File: src/rtl/spi_module_slave_if.sv
// Pin and host-side bundle for spi_module_slave.
// Covers the SPI wires plus the byte-level TX/RX handshake.
`default_nettype none

interface spi_module_slave_if;
  logic       I_spi_sck;
  logic       I_spi_cs;
  logic       I_spi_mosi;
  logic       O_spi_miso;
  logic [7:0] iData;
  logic       I_tx_load;
  logic       O_tx_ready;
  logic [7:0] oData;
  logic       oValid;
  logic       O_underrun;
  logic       O_busy;

  modport slave (
    input  I_spi_sck, I_spi_cs, I_spi_mosi, iData, I_tx_load,
    output O_spi_miso, O_tx_ready, oData, oValid, O_underrun, O_busy
  );

  modport master (
    output I_spi_sck, I_spi_cs, I_spi_mosi, iData, I_tx_load,
    input  O_spi_miso, O_tx_ready, oData, oValid, O_underrun, O_busy
  );
endinterface

`default_nettype wire

File: src/rtl/spi_module_slave.sv
// SPI slave, all four CPOL/CPHA modes, oversampled by CLOCK.
// Rev 1.0 - single holding register for TX, underrun signalled with 8'hFF.
`default_nettype none

module spi_module_slave #(
  parameter int SYNC_STAGES = 2
) (
  input  wire logic          CLOCK,
  input  wire logic          RESET,
  input  wire logic          CPOL,
  input  wire logic          CPHA,
  spi_module_slave_if.slave  bus
);

  typedef enum logic [0:0] {
    ST_IDLE   = 1'b0,
    ST_ACTIVE = 1'b1
  } state_t;

  logic [SYNC_STAGES-1:0] sck_sync_q;
  logic [SYNC_STAGES-1:0] cs_sync_q;
  logic [SYNC_STAGES-1:0] mosi_sync_q;
  logic                   sck_prev_q;
  logic                   cs_prev_q;

  state_t     state_q,    state_d;
  logic [2:0] cnt_q,      cnt_d;
  logic [7:0] rx_q,       rx_d;
  logic [7:0] tx_q,       tx_d;
  logic       miso_q,     miso_d;
  logic [7:0] hold_q,     hold_d;
  logic       hold_vld_q, hold_vld_d;
  logic [7:0] odata_q,    odata_d;
  logic       ovalid_q,   ovalid_d;
  logic       under_q,    under_d;
  logic       msb_pend_q, msb_pend_d;

  logic       sck_s;
  logic       cs_s;
  logic       mosi_s;
  logic       cs_rise;
  logic       lead_edge;
  logic       trail_edge;
  logic       sample_edge;
  logic       shift_edge;
  logic       boundary;
  logic [7:0] next_byte;
  logic [7:0] rx_shifted;

  assign sck_s  = sck_sync_q[SYNC_STAGES-1];
  assign cs_s   = cs_sync_q[SYNC_STAGES-1];
  assign mosi_s = mosi_sync_q[SYNC_STAGES-1];

  assign cs_rise     = cs_s & ~cs_prev_q;
  assign lead_edge   = (sck_s != CPOL) && (sck_prev_q == CPOL);
  assign trail_edge  = (sck_s == CPOL) && (sck_prev_q != CPOL);
  assign sample_edge = CPHA ? trail_edge : lead_edge;
  assign shift_edge  = CPHA ? lead_edge  : trail_edge;

  assign next_byte  = hold_vld_q ? hold_q : 8'hFF;
  assign rx_shifted = {rx_q[6:0], mosi_s};

  always_ff @(posedge CLOCK or negedge RESET) begin
    if (!RESET) begin
      sck_sync_q  <= '0;
      cs_sync_q   <= '0;
      mosi_sync_q <= '0;
      sck_prev_q  <= 1'b0;
      cs_prev_q   <= 1'b0;
    end else begin
      sck_sync_q  <= {sck_sync_q[SYNC_STAGES-2:0],  bus.I_spi_sck};
      cs_sync_q   <= {cs_sync_q[SYNC_STAGES-2:0],   bus.I_spi_cs};
      mosi_sync_q <= {mosi_sync_q[SYNC_STAGES-2:0], bus.I_spi_mosi};
      sck_prev_q  <= sck_s;
      cs_prev_q   <= cs_s;
    end
  end

  always_ff @(posedge CLOCK or negedge RESET) begin
    if (!RESET) begin
      state_q    <= ST_IDLE;
      cnt_q      <= 3'd0;
      rx_q       <= 8'h00;
      tx_q       <= 8'h00;
      miso_q     <= 1'b0;
      hold_q     <= 8'h00;
      hold_vld_q <= 1'b0;
      odata_q    <= 8'h00;
      ovalid_q   <= 1'b0;
      under_q    <= 1'b0;
      msb_pend_q <= 1'b0;
    end else begin
      state_q    <= state_d;
      cnt_q      <= cnt_d;
      rx_q       <= rx_d;
      tx_q       <= tx_d;
      miso_q     <= miso_d;
      hold_q     <= hold_d;
      hold_vld_q <= hold_vld_d;
      odata_q    <= odata_d;
      ovalid_q   <= ovalid_d;
      under_q    <= under_d;
      msb_pend_q <= msb_pend_d;
    end
  end

  always_comb begin
    state_d    = state_q;
    cnt_d      = cnt_q;
    rx_d       = rx_q;
    tx_d       = tx_q;
    miso_d     = miso_q;
    hold_d     = hold_q;
    hold_vld_d = hold_vld_q;
    odata_d    = odata_q;
    ovalid_d   = 1'b0;
    under_d    = 1'b0;
    msb_pend_d = msb_pend_q;
    boundary   = 1'b0;

    case (state_q)
      ST_IDLE: begin
        miso_d     = 1'b0;
        cnt_d      = 3'd0;
        msb_pend_d = 1'b0;
        if (cs_rise) begin
          state_d    = ST_ACTIVE;
          boundary   = 1'b1;
          miso_d     = next_byte[7];
          msb_pend_d = CPHA;
        end
      end
      ST_ACTIVE: begin
        if (!cs_s) begin
          state_d    = ST_IDLE;
          cnt_d      = 3'd0;
          miso_d     = 1'b0;
          msb_pend_d = 1'b0;
        end else begin
          if (sample_edge) begin
            rx_d  = rx_shifted;
            cnt_d = cnt_q + 3'd1;
            if (cnt_q == 3'd7) begin
              odata_d    = rx_shifted;
              ovalid_d   = 1'b1;
              boundary   = 1'b1;
              msb_pend_d = 1'b1;
            end
          end
          // A freshly loaded byte puts its MSB out without advancing the shifter.
          if (shift_edge) begin
            if (msb_pend_q) begin
              miso_d     = tx_q[7];
              msb_pend_d = 1'b0;
            end else begin
              tx_d   = {tx_q[6:0], 1'b0};
              miso_d = tx_q[6];
            end
          end
        end
      end
      default: begin
        state_d = ST_IDLE;
        miso_d  = 1'b0;
        cnt_d   = 3'd0;
      end
    endcase

    if (boundary) begin
      tx_d       = next_byte;
      hold_vld_d = 1'b0;
      under_d    = ~hold_vld_q;
    end

    // The holding register is free either when empty or when it drains this cycle.
    if (bus.I_tx_load && (!hold_vld_q || boundary)) begin
      hold_d     = bus.iData;
      hold_vld_d = 1'b1;
    end
  end

  assign bus.O_spi_miso = miso_q;
  assign bus.O_tx_ready = ~hold_vld_q;
  assign bus.oData      = odata_q;
  assign bus.oValid     = ovalid_q;
  assign bus.O_underrun = under_q;
  assign bus.O_busy     = cs_s;

endmodule

`default_nettype wire

File: src/flat_wrapper.sv
// flat-port wrapper written by rule: the top's interface ports become plain ports
module spi_module_slave_flat 
#(
  parameter int SYNC_STAGES = 2
)
  (CLOCK, RESET, CPOL, CPHA, bus_I_spi_sck, bus_I_spi_cs, bus_I_spi_mosi, bus_iData, bus_I_tx_load, bus_O_spi_miso, bus_O_tx_ready, bus_oData, bus_oValid, bus_O_underrun, bus_O_busy);
  spi_module_slave_if bus_i ();
  input  wire logic CLOCK;
  input  wire logic RESET;
  input  wire logic CPOL;
  input  wire logic CPHA;
  input wire logic [$bits(bus_i.I_spi_sck)-1:0] bus_I_spi_sck;
  input wire logic [$bits(bus_i.I_spi_cs)-1:0] bus_I_spi_cs;
  input wire logic [$bits(bus_i.I_spi_mosi)-1:0] bus_I_spi_mosi;
  input wire logic [$bits(bus_i.iData)-1:0] bus_iData;
  input wire logic [$bits(bus_i.I_tx_load)-1:0] bus_I_tx_load;
  output wire logic [$bits(bus_i.O_spi_miso)-1:0] bus_O_spi_miso;
  output wire logic [$bits(bus_i.O_tx_ready)-1:0] bus_O_tx_ready;
  output wire logic [$bits(bus_i.oData)-1:0] bus_oData;
  output wire logic [$bits(bus_i.oValid)-1:0] bus_oValid;
  output wire logic [$bits(bus_i.O_underrun)-1:0] bus_O_underrun;
  output wire logic [$bits(bus_i.O_busy)-1:0] bus_O_busy;
  assign bus_i.I_spi_sck = bus_I_spi_sck;
  assign bus_i.I_spi_cs = bus_I_spi_cs;
  assign bus_i.I_spi_mosi = bus_I_spi_mosi;
  assign bus_i.iData = bus_iData;
  assign bus_i.I_tx_load = bus_I_tx_load;
  assign bus_O_spi_miso = bus_i.O_spi_miso;
  assign bus_O_tx_ready = bus_i.O_tx_ready;
  assign bus_oData = bus_i.oData;
  assign bus_oValid = bus_i.oValid;
  assign bus_O_underrun = bus_i.O_underrun;
  assign bus_O_busy = bus_i.O_busy;
  spi_module_slave #(.SYNC_STAGES(SYNC_STAGES)) u_core (.CLOCK(CLOCK), .RESET(RESET), .CPOL(CPOL), .CPHA(CPHA), .bus(bus_i));
endmodule
File: config.mk
export PLATFORM = sky130hd
export DESIGN_NAME = spi_module_slave_flat
export DESIGN_NICKNAME = d
export VERILOG_FILES = /design/src/rtl/spi_module_slave_if.sv /design/src/rtl/spi_module_slave.sv /design/src/flat_wrapper.sv
export SDC_FILE = /design/constraint.sdc
export NUM_CORES = 1
export LEC_CHECK = 0
export CAP_MARGIN = 20
export CORE_MARGIN = 4
export CORE_UTILIZATION = 55
export CTS_CLUSTER_DIAMETER = 100
export DETAILED_ROUTE_END_ITERATION = 16
export PLACE_DENSITY = 0.81
export SYNTH_ARGS = -nofsm -noshare
export SYNTH_HDL_FRONTEND = slang
export SYNTH_SLANG_ARGS = --single-unit
File: constraint.sdc
create_clock -name CLOCK -period 3 [get_ports CLOCK]
set_input_delay 0.6 -clock CLOCK [delete_from_list [all_inputs] [get_ports CLOCK]]
set_output_delay 0.6 -clock CLOCK [all_outputs]
set_load 0.1 [all_outputs]
==> impl_metrics.csv <==
group,metric,value,unit
cts,clock_sinks,48,
synth,synth-seq-cells,48,
cts,htree_levels,2,
route,via_count,1151,
finish,stdcell_count,218,
synth,yosysSeqAreaShare,0.613,
cts,cts_buffer_depth,2,
power,p_sw,0.377,mW
grt,grt_max_degree,49,
synth,synth_warnings,0,
cts,cts_tree,"done",
placement,io_buffers,28,
sta,worstMarginPinSlew,505,ps
finish,area_growth,20.0,%
floorplanning,die_width,67.7,um
grt,grtUsageTotal,0.176,
route,routed_wl,3360,um
grt,antenna_found_initial,0,
sta,period_share,0.790,
critical_path,r2r_start,"u_core.cnt_q[0]",
grt,grt_pass1_vias,1186,
placement,hpwl,2420,um
route,final_antenna_net_count,0,
cts,ctsRootBufferMaster,"clkbuf_4",
critical_path,cp.required,3250,ps
critical_path,cp-startpoint,"CPHA",
sta,rsz0062_at_grt,"no",
synth,synth_area,0.00196,mm^2
critical_path,worstSetupPathType,"primary input to register",
power,p_per_area,614,mW/mm^2
power,seq_power_share,0.565,
sta,fin_crit,2370,ps
cts,numCtsBuffers,5,
cts,hold_buffers,0,
cts,post_cts_buffers,0,
grt,overflow,0,
route,drtIter0Drc,42,
route,drt-pass1-iter-count,4,
sta,final-hold-violation-count,0,
floorplanning,die_h,67.7,um
critical_path,r2r_cells,5,
floorplanning,initial_utilization,0.578,
sta,fin_skew,12.5,ps
critical_path,r2r-end,"u_core.hold_q[7]",
status,status,"finished clean",
critical_path,crit_end,"u_core.hold_q[7]",
synth,syn_inst,136,
floorplanning,die_area,0.00458,mm^2
critical_path,cp_max_fo,8,
synth,synth_fp_nets,154,
finish,antennaDiodeCount,0,
route,remaining_drc_errors,0,
job,maxCapViolCount,0,
critical_path,r2r_setup_slack,940,ps
placement,dp_slack,264,ps
cts,cts.clk_slew.worst_paths,120,ps
floorplanning,io_pins,29,
hold_path,holdCritPathClass,"primary input to asynchronous set/reset pin",
route,wl_per_cell,15.4,um
placement,gp_congestion,0.783,
power,p_total,1.44,mW
sta,setup_tns,0,ps
critical_path,cp.arrival,2620,ps
route,vias_per_cell,5.28,
power,ir_drop,0.442,mV
placement,dp.cells,209,
power,switching_share,0.261,
power,p_leak,1.16,nW
finish,fillers,257,
grt,grt_first_pass_wirelength,5710,um
floorplanning,core,0.00339,mm^2
finish,fin_nets,189,
power,p_comb_frac,0.179,
finish,drive_gt1_frac,0.331,
power,internal_power,1.07,mW
sta,setup_ws,631,ps
cts,clk_latency,360,ps
sta,slew_viol_final,0,
sta,fmax,422,MHz
sta,relSlewSlack,0.660,
power,p_clk_frac,0.256,
synth,syn_area_per_cell,14.4,um^2
floorplanning,num_rows,21,
synth,yosysUniqueCellTypes,26,
cts,cts_resized,0,
critical_path,end_kind,"register",
sta,setup_violations,0,
critical_path,cp-start-kind,"primary input",
-- flip-flops by register name, indices dropped and copies added, names as in the netlist, 2 cells and up --
name and flops:
u_core.hold_q 8, u_core.sck_sync_q 2, u_core.mosi_sync_q 2, u_core.cnt_q 3, u_core.rx_q 7, u_core.bus.oData 8, u_core.tx_q 8, u_core.cs_sync_q 2
-- critical path, cell delays in order --
cell and delay (ps):
clkdlybuf4s50_1 460, xnor2_2 320, mux2i_2 130, a21oi_2 420, a21bo_2 340, mux2_2 360
-- through the flow --
| step | utilization | hold slack [ps] | area (um^2) |
|---|---|---|---|
| after floorplan | - | 304 | 1960 |
| after global placement | 0.666 | 332 | 2260 |
| after detailed placement | 0.666 | 340 | 2260 |
| after CTS | 0.688 | 370 | 2330 |
| after global routing | 0.694 | 8.58 | 2350 |
| final | 0.694 | 38.7 | 2350 |
-- cell usage after synthesis --
| library cell | count | area share |
|---|---|---|
| a21bo_2 | 1 | 0.0051 |
| a21o_1 | 1 | 0.0038 |
| a21oi_1 | 2 | 0.0051 |
| a21oi_2 | 1 | 0.0045 |
| a21oi_4 | 1 | 0.0083 |
| a221o_1 | 1 | 0.0051 |
| a22o_1 | 2 | 0.0089 |
| buf_2 | 1 | 0.0026 |
| buf_6 | 1 | 0.0057 |
| clkbuf_1 | 1 | 0.0019 |
| dfrtp_1 | 48 | 0.61 |
| ha_1 | 2 | 0.013 |
| inv_1 | 8 | 0.015 |
| mux2_1 | 2 | 0.011 |
| mux2_2 | 28 | 0.16 |
| mux2i_1 | 11 | 0.056 |
| mux2i_2 | 1 | 0.0070 |
| nand2_1 | 2 | 0.0038 |
| nand2b_1 | 8 | 0.026 |
| nand4b_1 | 2 | 0.0089 |
| nor2_1 | 6 | 0.011 |
| nor3_1 | 1 | 0.0026 |
| nor3b_1 | 1 | 0.0038 |
| o21ai_0 | 2 | 0.0051 |
| o22ai_1 | 1 | 0.0032 |
| xnor2_2 | 1 | 0.0083 |
-- routing by layer --
layer | global-route usage | routed length, um | up-vias
met1 | 0.220 | 1400 | 576
li1 | - | - | 543
met3 | 0.0599 | 187 | 6
met5 | 0 | 0 | -
met4 | 0.0684 | 59 | 0
met2 | 0.281 | 1710 | 26
-- cell usage in the layout (no fill, tap or decap), types with 5 or more instances in the layout --
| cell | instances |
|---|---|
| dfrtp_1 | 48 |
| clkbuf_4 | 5 |
| nand2b_1 | 8 |
| mux2_2 | 28 |
| inv_1 | 8 |
| nor2_1 | 6 |
| mux2i_1 | 11 |
| clkdlybuf4s50_1 | 14 |
| buf_4 | 15 |
-- area by class of cell --
class	instances	area, um^2	share of cell area
clock buffer	6	41.3	0.0176
multi-input combinational	77	709	0.302
sequential	48	1200	0.511
clock inverter	2	35.0	0.0149
inverter	8	30.0	0.0128
tap	46	57.6	0.0245
timing repair buffer	31	278	0.118
-- worst min path at each step --
stage / slack, ps / to / depth (start not counted)
global placement: 330 / u_core.sck_sync_q[1] / 0
CTS: 370 / u_core.cs_sync_q[1] / 0
finish: 40 / u_core.hold_vld_q / 1
floorplan: 300 / u_core.bus.O_spi_miso / 0
detailed placement: 340 / u_core.cs_sync_q[1] / 0
global route: 9 / u_core.bus.O_spi_miso / 1
-- cell families (layout without fill, tap and decap cells) --
kind of cell	count (synthesis)	in the layout	share of synthesized area
AO/OA/AOI/OAI	12	12	0.0491
XOR/XNOR	1	1	0.00830
buffers and inverters	11	47	0.0255
flip-flops	48	48	0.613
AND/OR/NAND/NOR	20	20	0.0562
multiplexers	42	42	0.235
adder cells (fa/ha/maj)	2	2	0.0128
-- power by group through the flow --
stage                     registers [mW]  logic (mW)  clock network [mW]
after floorplan                    0.826       0.173                   0
after global placement             0.823       0.245                   0
after detailed placement           0.830       0.255                   0
after CTS                          0.816       0.260               0.382
after global routing               0.829       0.287               0.413
final                              0.815       0.259               0.369
Power figures use the tool's default switching activity.
